## src/rtl/lsu_ctrl.sv

```systemverilog
// MEM-stage load/store controller with a posted store buffer.
// Stores retire into a circular buffer and drain to dmem in order; loads wait for the
// buffer to empty, then issue. One dmem transaction is in flight at a time. Misaligned
// word accesses and over-long dmem transactions raise a sticky exception.
module lsu_ctrl #(
    parameter int unsigned DATA_WIDTH_P = 32,
    parameter int unsigned ADDR_WIDTH_P = 32,
    parameter int unsigned DEPTH_P      = 4,
    parameter int unsigned TIMEOUT_P    = 64
) (
    input  logic                             clk,
    input  logic                             reset,
    input  logic                             op_valid_i,
    input  logic                             op_wen_i,
    input  logic                             op_byte_i,
    input  logic [ADDR_WIDTH_P-1:0]          op_addr_i,
    input  logic [DATA_WIDTH_P-1:0]          op_wdata_i,
    input  logic                             hold_i,
    output logic                             stall_o,
    output logic                             load_done_o,
    output logic [DATA_WIDTH_P-1:0]          load_data_o,
    output logic                             mem_valid_o,
    output logic                             mem_wen_o,
    output logic                             mem_byte_o,
    output logic [ADDR_WIDTH_P-1:0]          mem_addr_o,
    output logic [DATA_WIDTH_P-1:0]          mem_wdata_o,
    input  logic                             mem_yumi_i,
    input  logic                             mem_rvalid_i,
    input  logic [DATA_WIDTH_P-1:0]          mem_rdata_i,
    output logic                             mem_ryumi_o,
    output logic [$clog2(DEPTH_P+1)-1:0]     sb_count_o,
    output logic                             exception_o
);

    localparam int unsigned CntW = $clog2(DEPTH_P + 1);
    localparam int unsigned PtrW = (DEPTH_P > 1) ? $clog2(DEPTH_P) : 1;
    localparam int unsigned TmoW = (TIMEOUT_P > 0) ? $clog2(TIMEOUT_P + 1) : 1;
    localparam logic [TmoW-1:0] TmoMax = TmoW'(TIMEOUT_P);
    localparam logic [CntW-1:0] CntFull = CntW'(DEPTH_P);

    typedef enum logic [1:0] {StIdle, StReq, StWait} state_e;

    state_e                  state_q, state_d;
    logic [ADDR_WIDTH_P-1:0] req_addr_q, req_addr_d;
    logic [DATA_WIDTH_P-1:0] req_wdata_q, req_wdata_d;
    logic                    req_wen_q, req_wen_d;
    logic                    req_byte_q, req_byte_d;

    logic [ADDR_WIDTH_P-1:0] sb_addr_q  [DEPTH_P];
    logic [DATA_WIDTH_P-1:0] sb_wdata_q [DEPTH_P];
    logic [DEPTH_P-1:0]      sb_byte_q;
    logic [PtrW-1:0]         rd_ptr_q, rd_ptr_d;
    logic [PtrW-1:0]         wr_ptr_q, wr_ptr_d;
    logic [CntW-1:0]         count_q, count_d;
    logic [TmoW-1:0]         tmo_q, tmo_d;
    logic                    exc_q, exc_d;

    logic misaligned, st_op, ld_op, in_flight, sb_full;
    logic ld_rsp, push, pop;

    function automatic logic [PtrW-1:0] ptr_inc(input logic [PtrW-1:0] p);
        return (p == PtrW'(DEPTH_P - 1)) ? '0 : p + PtrW'(1);
    endfunction

    // Op decode, handshakes and core-facing outputs
    always_comb begin
        misaligned  = op_valid_i & ~op_byte_i & (op_addr_i[1:0] != 2'b00);
        st_op       = op_valid_i & op_wen_i & ~misaligned;
        ld_op       = op_valid_i & ~op_wen_i & ~misaligned;
        in_flight   = (state_q != StIdle);
        sb_full     = (count_q == CntFull);
        // Store responses are taken at once; load responses wait until the core can commit
        mem_ryumi_o = in_flight & mem_rvalid_i & (req_wen_q | ~hold_i);
        ld_rsp      = mem_ryumi_o & ~req_wen_q;
        pop         = mem_ryumi_o & req_wen_q;
        // Fullness is judged on the registered count, so a same-cycle pop never frees a slot
        push        = st_op & ~sb_full;
        stall_o     = (st_op & sb_full) | (ld_op & ~ld_rsp);
        load_done_o = ld_rsp;
        load_data_o = ld_rsp ? mem_rdata_i : '0;
    end

    // Transaction FSM, request register, buffer pointers, timeout and exception next-state
    always_comb begin
        state_d     = state_q;
        req_addr_d  = req_addr_q;
        req_wdata_d = req_wdata_q;
        req_wen_d   = req_wen_q;
        req_byte_d  = req_byte_q;
        unique case (state_q)
            StIdle: begin
                if (count_q != '0) begin
                    state_d     = StReq;
                    req_addr_d  = sb_addr_q[rd_ptr_q];
                    req_wdata_d = sb_wdata_q[rd_ptr_q];
                    req_wen_d   = 1'b1;
                    req_byte_d  = sb_byte_q[rd_ptr_q];
                end else if (ld_op) begin
                    state_d     = StReq;
                    req_addr_d  = op_addr_i;
                    req_wdata_d = '0;
                    req_wen_d   = 1'b0;
                    req_byte_d  = op_byte_i;
                end
            end
            StReq: begin
                if (mem_ryumi_o) begin
                    state_d = StIdle;
                end else if (mem_yumi_i) begin
                    state_d = StWait;
                end
            end
            StWait: begin
                if (mem_ryumi_o) begin
                    state_d = StIdle;
                end
            end
            default: state_d = StIdle;
        endcase

        wr_ptr_d = push ? ptr_inc(wr_ptr_q) : wr_ptr_q;
        rd_ptr_d = pop  ? ptr_inc(rd_ptr_q) : rd_ptr_q;
        unique case ({push, pop})
            2'b10:   count_d = count_q + CntW'(1);
            2'b01:   count_d = count_q - CntW'(1);
            default: count_d = count_q;
        endcase

        // Counts cycles spent in REQ/WAIT, saturating so it cannot wrap
        if (!in_flight || state_d == StIdle) begin
            tmo_d = '0;
        end else if (tmo_q != TmoMax) begin
            tmo_d = tmo_q + TmoW'(1);
        end else begin
            tmo_d = tmo_q;
        end

        exc_d = exc_q | misaligned;
        if ((TIMEOUT_P != 0) && in_flight && (state_d != StIdle) && (tmo_d == TmoMax)) begin
            exc_d = 1'b1;
        end
    end

    // Control state registers
    always_ff @(posedge clk or negedge reset) begin
        if (!reset) begin
            state_q     <= StIdle;
            req_addr_q  <= '0;
            req_wdata_q <= '0;
            req_wen_q   <= 1'b0;
            req_byte_q  <= 1'b0;
            rd_ptr_q    <= '0;
            wr_ptr_q    <= '0;
            count_q     <= '0;
            tmo_q       <= '0;
            exc_q       <= 1'b0;
        end else begin
            state_q     <= state_d;
            req_addr_q  <= req_addr_d;
            req_wdata_q <= req_wdata_d;
            req_wen_q   <= req_wen_d;
            req_byte_q  <= req_byte_d;
            rd_ptr_q    <= rd_ptr_d;
            wr_ptr_q    <= wr_ptr_d;
            count_q     <= count_d;
            tmo_q       <= tmo_d;
            exc_q       <= exc_d;
        end
    end

    // Store buffer storage, written at the tail on push
    always_ff @(posedge clk or negedge reset) begin
        if (!reset) begin
            for (int unsigned i = 0; i < DEPTH_P; i++) begin
                sb_addr_q[i]  <= '0;
                sb_wdata_q[i] <= '0;
            end
            sb_byte_q <= '0;
        end else if (push) begin
            sb_addr_q[wr_ptr_q]  <= op_addr_i;
            sb_wdata_q[wr_ptr_q] <= op_wdata_i;
            sb_byte_q[wr_ptr_q]  <= op_byte_i;
        end
    end

    assign mem_valid_o = (state_q == StReq);
    assign mem_wen_o   = req_wen_q;
    assign mem_byte_o  = req_byte_q;
    assign mem_addr_o  = req_addr_q;
    assign mem_wdata_o = req_wdata_q;
    assign sb_count_o  = count_q;
    assign exception_o = exc_q;

endmodule

```

## config.mk

```make
export PLATFORM = sky130hd
export DESIGN_NAME = lsu_ctrl
export DESIGN_NICKNAME = d
export VERILOG_FILES = /design/src/rtl/lsu_ctrl.sv
export SDC_FILE = /design/constraint.sdc
export NUM_CORES = 1
export LEC_CHECK = 0
export CAP_MARGIN = 20
export CORE_MARGIN = 4
export CORE_UTILIZATION = 33
export CTS_CLUSTER_DIAMETER = 60
export DETAILED_ROUTE_END_ITERATION = 12
export HOLD_SLACK_MARGIN = 0.08
export PLACE_DENSITY_LB_ADDON = 0.12
export RECOVER_POWER = 50
export REMOVE_ABC_BUFFERS = 1
export SLEW_MARGIN = 5
export SYNTH_ARGS = -nofsm -noshare
export SYNTH_HDL_FRONTEND = slang
export SYNTH_SLANG_ARGS = --single-unit
```

## constraint.sdc

```tcl
create_clock -name clk -period 2.05 [get_ports clk]
set_input_delay 0.41 -clock clk [delete_from_list [all_inputs] [get_ports clk]]
set_output_delay 0.41 -clock clk [all_outputs]
set_load 0.01 [all_outputs]
```

### Word level (Yosys, flattened, before mapping)

Cells that the tools add are included.
Widths: inputs -> output; s select.

* add/sub/neg operators: 5
* multipliers: 0
* div/mod/pow operators: 0
* magnitude comparators: 6
* equality and inequality tests: 9
* shifts and indexed selects: 0
* mux-type cells: 36
* bitwise operators: 25
* reduce and logical (&&, ||, !) cells: 15

Operator list (count)
* $mux 32: 10
* $bwmux 128: 2
* $bmux 32 s2: 2
* $demux 32 s2: 1
* $mux 2: 7
* $mux 7: 2
* $and 1x1->1: 13
* $reduce_bool 2->1: 5
* $eq 2x2->1 const B: 4
* $add 7x1->7 const B: 1
* $eq 7x7->1 const B: 1
* $mux 1: 7
* $ne 7x7->1 const B: 1
* $not 1->1: 7
* $ge 3x3->1 const B: 2
* $lt 2x3->1 const B: 2
* $not 2->3: 2
* $pmux 2 s3: 1
* $pmux 3 s2: 1
* $add 2x1->2 const B: 2
* $bwmux 4: 1
* $eq 2x1->1 const B: 2
* $logic_and 1x1->1: 4
* $logic_not 2->1: 2
* other kinds (12): 14

* register bits after elaboration: 343
* latch bits: 0
* memory bits (writable): 0
* bits in read-only memories: 0
* output and inout bits: 106
* logic and storage cells: 115
* memories: 0

### Logic depth before layout (Yosys ltp)

Gate-level depths: netlist (run 1).

* depth after elaboration: 14
* mapped depth: 10
* mapped depth without buffers: 10

### Worst setup path after synthesis (run 1)

OpenSTA, ideal clock, no wires.

* kind: register to register
* start: reg count_q[0], in the netlist sb_count_o[0]
* end: reg count_q[2], in the netlist sb_count_o[2]
* arrival time: 1.821 ns
* data required time: 1.970 ns
* slack: 0.149 ns
* stages on the path, launching flop included: 10
* path buffers: 0
* cell sequence: dfrtp_1 nor2_1 a21oi_4 inv_1 ha_1 inv_1 fa_1 xor2_1 nor2_1 xor2_1

* longest elaborated chain between the ends: 5
* elaborated cells between the ends (all ways): 9
* classes of those cells: 2 x add/sub; 3 x eq/ne; 1 x mux; 2 x bitwise; 1 x reduce/logical

RTL lines
* start: declaration: RTL line 54 `logic [CntW-1:0] count_q, count_d;`
* start signal: assignment: RTL line 165 `count_q <= count_d;`
* $eq 3x3->1: RTL line 71 `sb_full = (count_q == CntFull);`
* $not 1->1: RTL line 77 `push = st_op & ~sb_full;`
* $and 1x1->1: RTL line 77
* $eq 2x1->1 or $eq 2x2->1 (tied branches): RTL line 123 `unique case ({push, pop})`
* $pmux 3 s2 or $reduce_bool 2->1 (tied branches)

Several ways; a longest one is shown, not always the timed one.
A chain may end at the register's enable or synchronous reset.

### Worst setup path after layout (run 1)

* start: reg req_wen_q, in the netlist mem_wen_o
* end: out stall_o

* longest elaborated chain between the ends: 6
* elaborated cells between the ends (all ways): 7
* classes of those cells: 7 x bitwise

RTL lines
* start: declaration: RTL line 46 `logic req_wen_q, req_wen_d;`
* start signal: assignment: RTL line 161 `req_wen_q <= req_wen_d;`
* $or 1x1->1: RTL line 73 `mem_ryumi_o = in_flight & mem_rvalid_i & (req_wen_q | ~hold_i);`
* $and 1x1->1: RTL line 73
* $and 1x1->1 *: RTL line 74 `ld_rsp = mem_ryumi_o & ~req_wen_q;`
* $not 1->1 *: RTL line 78 `stall_o = (st_op & sb_full) | (ld_op & ~ld_rsp);`
* $and 1x1->1 *: RTL line 78
* $or 1x1->1 *: RTL line 78
* end: declaration: RTL line 19 `output logic stall_o,`

Every way passes the cells marked *; elsewhere a longest branch is shown, timed or not.

==> run summary, run 1 <==
The clock transition at the registers of the reported paths is 60 ps, and the max-cap violation count is 0. The slack of the critical path was -124.5 ps. The worst reg-to-reg path cell count was 6; the required time reported for the critical path endpoint was 1640 ps. The share of synthesized area occupied by flip-flops and latches was 0.5407; the post-layout net count was 1373. The flip-flop and latch area was 8594 um^2. The worst register-to-register path begins at state_q[0]. The first global-routing pass estimated 62870 um of wire.

Primary flip-flop cell chosen by synthesis mapping: sky130_fd_sc_hd__dfrtp_1. The run gives 42 as the number of buffers created by CTS. The tree built by TritonCTS fans out to 343 sinks. Summed over all failing endpoints, the final setup total negative slack is -4894 ps. TritonCTS built the clock tree. 210 I/O pins were placed. The worst register-to-register path has a setup slack of 80 ps. The total congestion overflow after global routing came out at 0. A synthesized cell averages 15.92 um^2.

The critical path ends at stall_o. The number of enable-type register cells in the synthesized netlist works out to 0. For this run, the detailed router's first-pass iteration total came to 4. The destination of the worst register-to-register timing path was mem_wdata_o[3]. The tools report the post-route DRC violation count as 0. The run gives 9.671 nW as the leakage component of the power. The count of nets left with antenna violations once routing finished came out at 0. The relative slew slack was 0.3650. The summed instance area of the synthesized netlist is 15880 um^2. The tightest min-delay check is of the register to register type. The measured slew at the worst slew-check pin came out at 952.6 ps. The worst setup path is launched from a register.

The run gives 1821 as the cell count after placement. The tools report the kind of end point of the critical path as an output port. The flow ran to the end, but the final reports show violations. The relative area change from synthesis to final layout works out to 31.22%. The share of the clock period used by the worst path after layout was 1.061; the routed wirelength normalized by instance count was 21.12 um. The internal portion of the total power is 0.02348 W. For the clock insertion delay at the later pin of the skew report, the log shows 550 ps. The ratio of routed vias to standard cells was 4.905; the power share of the clock group was 0.241. Power density relative to cell area: 1600 nW/um^2. Setup repair after global routing could not meet its margin everywhere. The standard cell core area is 47650 um^2. The tools report the weighted congestion reported at the end of routability-driven placement as 0.7143. Setup violations remaining at the end of the flow were counted as 101. The multi-input combinational cells in the finished layout cover a total of 6925 um^2.

Switching share of total power: 0.2953. The share of synthesized registers carrying an async set or reset works out to 1.000. The die is 227.3 um tall.

Xor-xnor portion of the synthesized cell area: 0.004965. For this block, the routed nets add up to 40270 um of wire. The tools report the number of global-route vias before repair as 10210. The synthesized-area fraction occupied by adder cells came out at 0.007566.

The classification of the worst setup path was register to output port. Floorplan row count: 80. The logs give 0.397 for the part of the total power dissipated in combinational logic and 0 for the number of antenna cells inserted. Initial antenna violation count: 3. Entering global routing, the biggest net connects 58 pins. The post-synthesis simple-gate area fraction is 0.03594. For the maximum VDD drop, the log shows 0.0005814 V. The register share of total power was 0.362; the multiplexer fraction of the synthesized cell area was 0.3347. Total global-route track usage: 0.1565.

After legalization and detailed placement, the total HPWL measured 25220 um. The dominant combinational cell family by area after synthesis was multiplexers. For this block, the initial DRC count from the detailed router was 384. Number of storage elements in the synthesis netlist: 343.

The critical path starts at mem_wen_o. The shortest period the worst path allows is 2175 ps, and the maximum clock insertion buffer count is 3. The die width was 227.3 um; the post-synthesis cell count was 997.

The finished layout holds 1907 standard cells, fillers aside. The fraction of layout instances using a drive strength above 1 came out at 0.4272. The number of failing hold endpoints at the final stage came out at 0. The logs give 0 for the number of warnings issued by yosys and 2 for the H-tree level count.

The total power consumption of the routed design was 0.03332 W; the number of fillers in the final layout was 4330. For the starting density of the core, the log shows 0.3332. The net switching power is 0.009840 W, and the synthesized-area fraction occupied by ao, oa, aoi and oai cells is 0.04453. Cell chosen for the clock root: sky130_fd_sc_hd__clkbuf_16.

The number of buffers inserted by port buffering was 209; the number of distinct library cell variants in the gate-level netlist after synthesis was 43. The area enclosed by the die boundary is 51680 um^2. For the via count, the log shows 9353. The final reports fail on negative setup slack. The number of slew-limit violations in the final report is 0, and the worst clock skew is 10.19 ps. STA puts the critical path data arrival time at 1760 ps. The top achievable clock speed was 459.9 MHz; the highest fanout seen on the critical path was 6. At the placement stage, the worst setup path has a slack of -513.2 ps.
## timing repair
item | CTS | global route
setup endpoints to repair | 39 | 37
cloned | 4 | 0
hold buffers | 1 | 0
gates resized for setup | 194 | 31
pin swaps | 31 | 1
endpoints found under the hold margin | 50 | 0
buffers inserted | 2 | 3
## cells in the final DEF, fill, tap and decap left out, types with 20 or more instances in the layout
cell type,n
sky130_fd_sc_hd__mux4_2,65
sky130_fd_sc_hd__a21oi_1,22
sky130_fd_sc_hd__buf_6,35
sky130_fd_sc_hd__buf_4,27
sky130_fd_sc_hd__and2_4,24
sky130_fd_sc_hd__buf_12,27
sky130_fd_sc_hd__dfrtp_1,336
sky130_fd_sc_hd__a22o_1,32
sky130_fd_sc_hd__mux2_2,61
sky130_fd_sc_hd__o22ai_1,20
sky130_fd_sc_hd__clkdlybuf4s50_1,170
sky130_fd_sc_hd__clkbuf_16,43
sky130_fd_sc_hd__mux2_4,200
sky130_fd_sc_hd__nor2_1,34
## layout make-up
cell class,instances,share of cell area
Clock buffer,64,0.06169
Timing Repair Buffer,286,0.1433
Multi-Input combinational cell,575,0.3325
Tap cell,615,0.03694
Clock inverter,12,0.01087
Inverter,12,0.002162
Sequential cell,343,0.4126
## worst max-delay path: stages, from the launching register on
cell and delay (ps):
sky130_fd_sc_hd__dfrtp_2 450, sky130_fd_sc_hd__o21ai_4 170, sky130_fd_sc_hd__nor3_4 60, sky130_fd_sc_hd__buf_6 140, sky130_fd_sc_hd__buf_6 130, sky130_fd_sc_hd__o22ai_2 120
sky130_fd_sc_hd__buf_2 150
## stage by stage
| step | util | area, um^2 | hold WS [ps] |
|---|---|---|---|
| detailed placement | 0.4033 | 19220 | 319.8 |
| finish | 0.4372 | 20830 | 468.4 |
| global placement | 0.4033 | 19220 | 316.6 |
| floorplan | - | 15420 | 114.4 |
| CTS | 0.4365 | 20800 | 300.9 |
| global route | 0.4372 | 20830 | 483.8 |
## synthesized netlist by cell type (2+ instances only)
master | count | share of area
sky130_fd_sc_hd__and2_1 | 32 | 0.013
sky130_fd_sc_hd__mux2_2 | 61 | 0.043
sky130_fd_sc_hd__o21ai_0 | 18 | 0.0057
sky130_fd_sc_hd__nor2_1 | 38 | 0.0090
sky130_fd_sc_hd__nand3_1 | 5 | 0.0016
sky130_fd_sc_hd__inv_1 | 12 | 0.0028
sky130_fd_sc_hd__mux2i_1 | 16 | 0.010
sky130_fd_sc_hd__xor2_1 | 6 | 0.0033
sky130_fd_sc_hd__nor3_1 | 3 | 0.00095
sky130_fd_sc_hd__nand2_1 | 17 | 0.0040
sky130_fd_sc_hd__clkbuf_1 | 25 | 0.0059
sky130_fd_sc_hd__a21oi_1 | 22 | 0.0069
sky130_fd_sc_hd__mux2_4 | 200 | 0.19
sky130_fd_sc_hd__nand3b_1 | 2 | 0.00095
sky130_fd_sc_hd__or2_2 | 2 | 0.00079
sky130_fd_sc_hd__a22o_1 | 32 | 0.018
sky130_fd_sc_hd__o22ai_1 | 21 | 0.0083
sky130_fd_sc_hd__mux4_2 | 65 | 0.092
sky130_fd_sc_hd__a211o_1 | 2 | 0.0011
sky130_fd_sc_hd__dfrtp_1 | 343 | 0.54
sky130_fd_sc_hd__buf_6 | 24 | 0.017
sky130_fd_sc_hd__buf_2 | 17 | 0.0054
sky130_fd_sc_hd__nand2_2 | 4 | 0.0016
sky130_fd_sc_hd__xnor2_1 | 3 | 0.0017
sky130_fd_sc_hd__a21o_1 | 2 | 0.00095
sky130_fd_sc_hd__ha_1 | 8 | 0.0063
## cell families (layout without fill, tap and decap cells)
kind of cell / count (synthesis) / count (layout)
multiplexers: 342 / 342
AO/OA/AOI/OAI: 104 / 104
adder cells (fa/ha/maj): 9 / 9
flip-flops: 343 / 343
XOR/XNOR: 9 / 9
buffers and inverters: 79 / 374
AND/OR/NAND/NOR: 111 / 111
## state kept, by name (all words and copies together) (netlist names)
| signal | count |
|---|---|
| exception_o | 1 |
| sb_wdata_q | 128 |
| tmo_q | 7 |
| wr_ptr_q | 2 |
| sb_count_o | 3 |
| mem_wen_o | 1 |
| mem_addr_o | 32 |
| sb_addr_q | 128 |
| state_q | 2 |
| sb_byte_q | 4 |
| mem_wdata_o | 32 |
| rd_ptr_q | 2 |
| mem_byte_o | 1 |
## metal layers
layer  part of all wire  vias up  global-route usage
met5             0.0011        -                   0
met4              0.020        6             0.03923
met3              0.058       60             0.03572
met2               0.47      218              0.2532
met1               0.45     4898              0.2155
li1                   -     4171                   -
## power by group through the flow
stage | registers (W) | clock network (W) | logic (W)
final | 0.0121 | 0.00803 | 0.0132
after global routing | 0.0125 | 0.00859 | 0.0143
after CTS | 0.0121 | 0.00831 | 0.0134
after detailed placement | 0.0121 | 0 | 0.0133
after global placement | 0.0121 | 0 | 0.0132
after floorplan | 0.0121 | 0 | 0.00824
## worst min-delay path by stage
stage	to	start	cells past startpoint	slack, ps
global placement	sb_wdata_q[32]	reset	1	320
global route	state_q[0]	mem_yumi_i	2	480
detailed placement	sb_wdata_q[32]	reset	1	320
finish	exception_o	exception_o	1	470
floorplan	exception_o	reset	0	110
CTS	sb_wdata_q[98]	reset	2	300
No activity file was read; power rests on OpenSTA's default activity.
==> inputs of run 2 (changes only) <==
--- a/config.mk
+++ b/config.mk
@@ -12,9 +12,8 @@
 export DETAILED_ROUTE_END_ITERATION = 12
 export HOLD_SLACK_MARGIN = 0.08
 export PLACE_DENSITY_LB_ADDON = 0.12
-export RECOVER_POWER = 50
 export REMOVE_ABC_BUFFERS = 1
-export SLEW_MARGIN = 5
+export SLEW_MARGIN = 20
 export SYNTH_ARGS = -nofsm -noshare
 export SYNTH_HDL_FRONTEND = slang
 export SYNTH_SLANG_ARGS = --single-unit
==> run summary, run 2 (synthesis gave the netlist of run 1 again) <==
The flow ran to the end, but the final reports show violations. The checks that failed: negative setup slack. After detailed routing, the average wire length per cell comes to 21.10 um. For the number of buffers created by CTS, the log shows 42.

For this run the aggregate overflow at the end of global routing stands at 0. Along the worst path, the maximum fanout reaches 6. TritonCTS built the clock tree. The final route contains 9351 vias.

For the initial antenna violation count, the log shows 3. The repair_antennas step left the layout with diodes totalling 0. The maximum clock insertion buffer count was 3; the slack of the critical path was -127.2 ps. After floorplanning, the core was sized to cover 47650 um^2. The first routing iteration left 380 violations.

The clock reaches the later pin of the worst-skew pair after 550 ps. The relative area change from synthesis to final layout came out at 31.84%. For the remaining number of nets flagged by the antenna check after routing, the log shows 0.

The floorplan has 80 rows. The number of failing hold endpoints at the final stage is 0, and the number of slew-limit violations in the final report is 0. Setup repair after global routing could not meet its margin everywhere. The tools report the cell chosen for the clock root as sky130_fd_sc_hd__clkbuf_16. The total global-route track usage came out at 0.1565. The type of the tightest min-delay check was input port to asynchronous set/reset pin. The first global-routing pass estimated 62870 um of wire. The clock transition at the registers of the reported paths works out to 60 ps. STA classifies the critical path endpoint as an output port. For the relative slew slack, the log shows 0.5379.

The final layout contains routed wiring with a total length of 40230 um. The internal reg-to-reg setup slack is 70 ps. The shortest period the worst path allows came out at 2177 ps. At the worst endpoint, the arrival time is 1770 ps.

The filler cells instantiated in the layout total 4317. The floorplan step set the die width to 227.3 um. The HPWL after detailed placement is 25220 um. The die is 227.3 um tall. The largest registers in the layout are sb_addr_q x128, sb_wdata_q x128. The analysis attributes to cell leakage a power of 9.717 nW.

The area enclosed by the die boundary was 51680 um^2. The first-pass detailed-route iteration total came out at 4. The worst-case IR drop observed on VDD is 0.0005806 V.

In the layout the commonest cells are sky130_fd_sc_hd__dfrtp_1 (336), sky130_fd_sc_hd__mux2_4 (200), sky130_fd_sc_hd__clkdlybuf4s50_1 (171). Kind of start point of the critical path: a register. In the routed design, unresolved DRC markers number 0. The required time reported for the critical path endpoint came out at 1640 ps. Clock tree synthesis found a total of 343 sinks. The congestion estimate from routability-driven global placement came to 0.7143. The worst clock skew was 11.04 ps; the largest net degree at the start of global routing was 58. The H-tree was split into 2 levels. Power comes to 0.03339 W.

The starting density of the core was 0.3332. Setup violations remaining at the end of the flow were counted as 33. The measured slew at the worst slew-check pin was 691.6 ps. Leaving out fill and tap cells, the most frequent cell in the layout is sky130_fd_sc_hd__dfrtp_1. Classification of the worst setup path: register to output port. For this run, the post-layout net count is 1373. Input and output buffers added on the ports amount to 209. The fraction of layout instances using a drive strength above 1 was 0.4327; the number of top-level pins was 210.

The number of global-route vias before repair came out at 10210. The ratio of routed vias to standard cells was 4.904. The tool flagged a number of max-cap violations equal to 0.

The final hold slack came out at 329.6 ps. The top achievable clock speed came out at 459.3 MHz. The share of the clock period used by the worst path after layout is 1.062, and the power density relative to cell area is 1595 nW/um^2.
==> run 2: cell count changes in the layout (fill, tap and decap cells not counted), sizes merged <==
cell / delta
buf: +13
clkdlybuf4s50: +1
dlygate4sd3: -1
clkbuf: -13
==> run 2: metal layers <==
layer  global-route usage  routed length, um  vias up
li1                     -                  -     4171
met1               0.2155              18360     4915
met2               0.2532              18860      202
met3              0.03572               2198       57
met5                    0                 43        -
met4              0.03923                770        6
==> run 2: power by group <==
group          switching (W)  leakage (nW)  internal, W
clock                0.00295         0.740      0.00508
sequential           0.00199          4.20       0.0101
combinational        0.00492          4.78      0.00835
==> run 2: timing repair <==
action,4_1_cts,5_1_grt
resized for setup,194,31
endpoints found under the hold margin,50,0
pin swaps,31,1
hold buffers,1,0
setup endpoints to repair,39,37
buffers inserted,2,3
cloned,4,0
==> run 2: layout make-up <==
| type | count | area [um^2] | area share |
|---|---|---|---|
| multi-input cells | 575 | 6937 | 0.3314 |
| repair buffers | 286 | 3070 | 0.1467 |
| clock buffers | 64 | 1285 | 0.06139 |
| inverters | 12 | 45.04 | 0.002152 |
| well taps | 615 | 769.5 | 0.03676 |
| flip-flops and latches | 343 | 8597 | 0.4107 |
| clock inverters | 12 | 226.5 | 0.01082 |
==> run 2: metrics by stage <==
step / instances / util / area, um^2 / TNS, ps / worst slack, ps
after floorplan: 930 / - / 15420 / -324610 / -2644
after global placement: 1821 / 0.4033 / 19220 / -88060 / -516.5
after detailed placement: 1821 / 0.4033 / 19220 / -88240 / -513.2
after CTS: 1904 / 0.4365 / 20800 / -5982 / -195.0
after global routing: 1907 / 0.4393 / 20930 / -6190 / -214.4
final: 1907 / 0.4393 / 20930 / -3564 / -127.2
==> run 2: path summary, 6_finish.rpt <==
kind	to	startpoint	cells past startpoint
min	sb_wdata_q[32]	reset	2
max	stall_o	mem_wen_o	6
max reg2reg	mem_wdata_o[3]	state_q[0]	6
min reg2reg	exception_o	exception_o	1
min in group clk	exception_o	exception_o	1
max in group asynchronous	sb_wdata_q[71]	reset	4
==> run 2: worst max-delay path, stage by stage (launching register included) <==
cell                      delay, ps
sky130_fd_sc_hd__dfrtp_2        450
sky130_fd_sc_hd__o21ai_4        170
sky130_fd_sc_hd__nor3_4          60
sky130_fd_sc_hd__buf_6          140
sky130_fd_sc_hd__buf_6          130
sky130_fd_sc_hd__o22ai_2        120
sky130_fd_sc_hd__buf_2          150
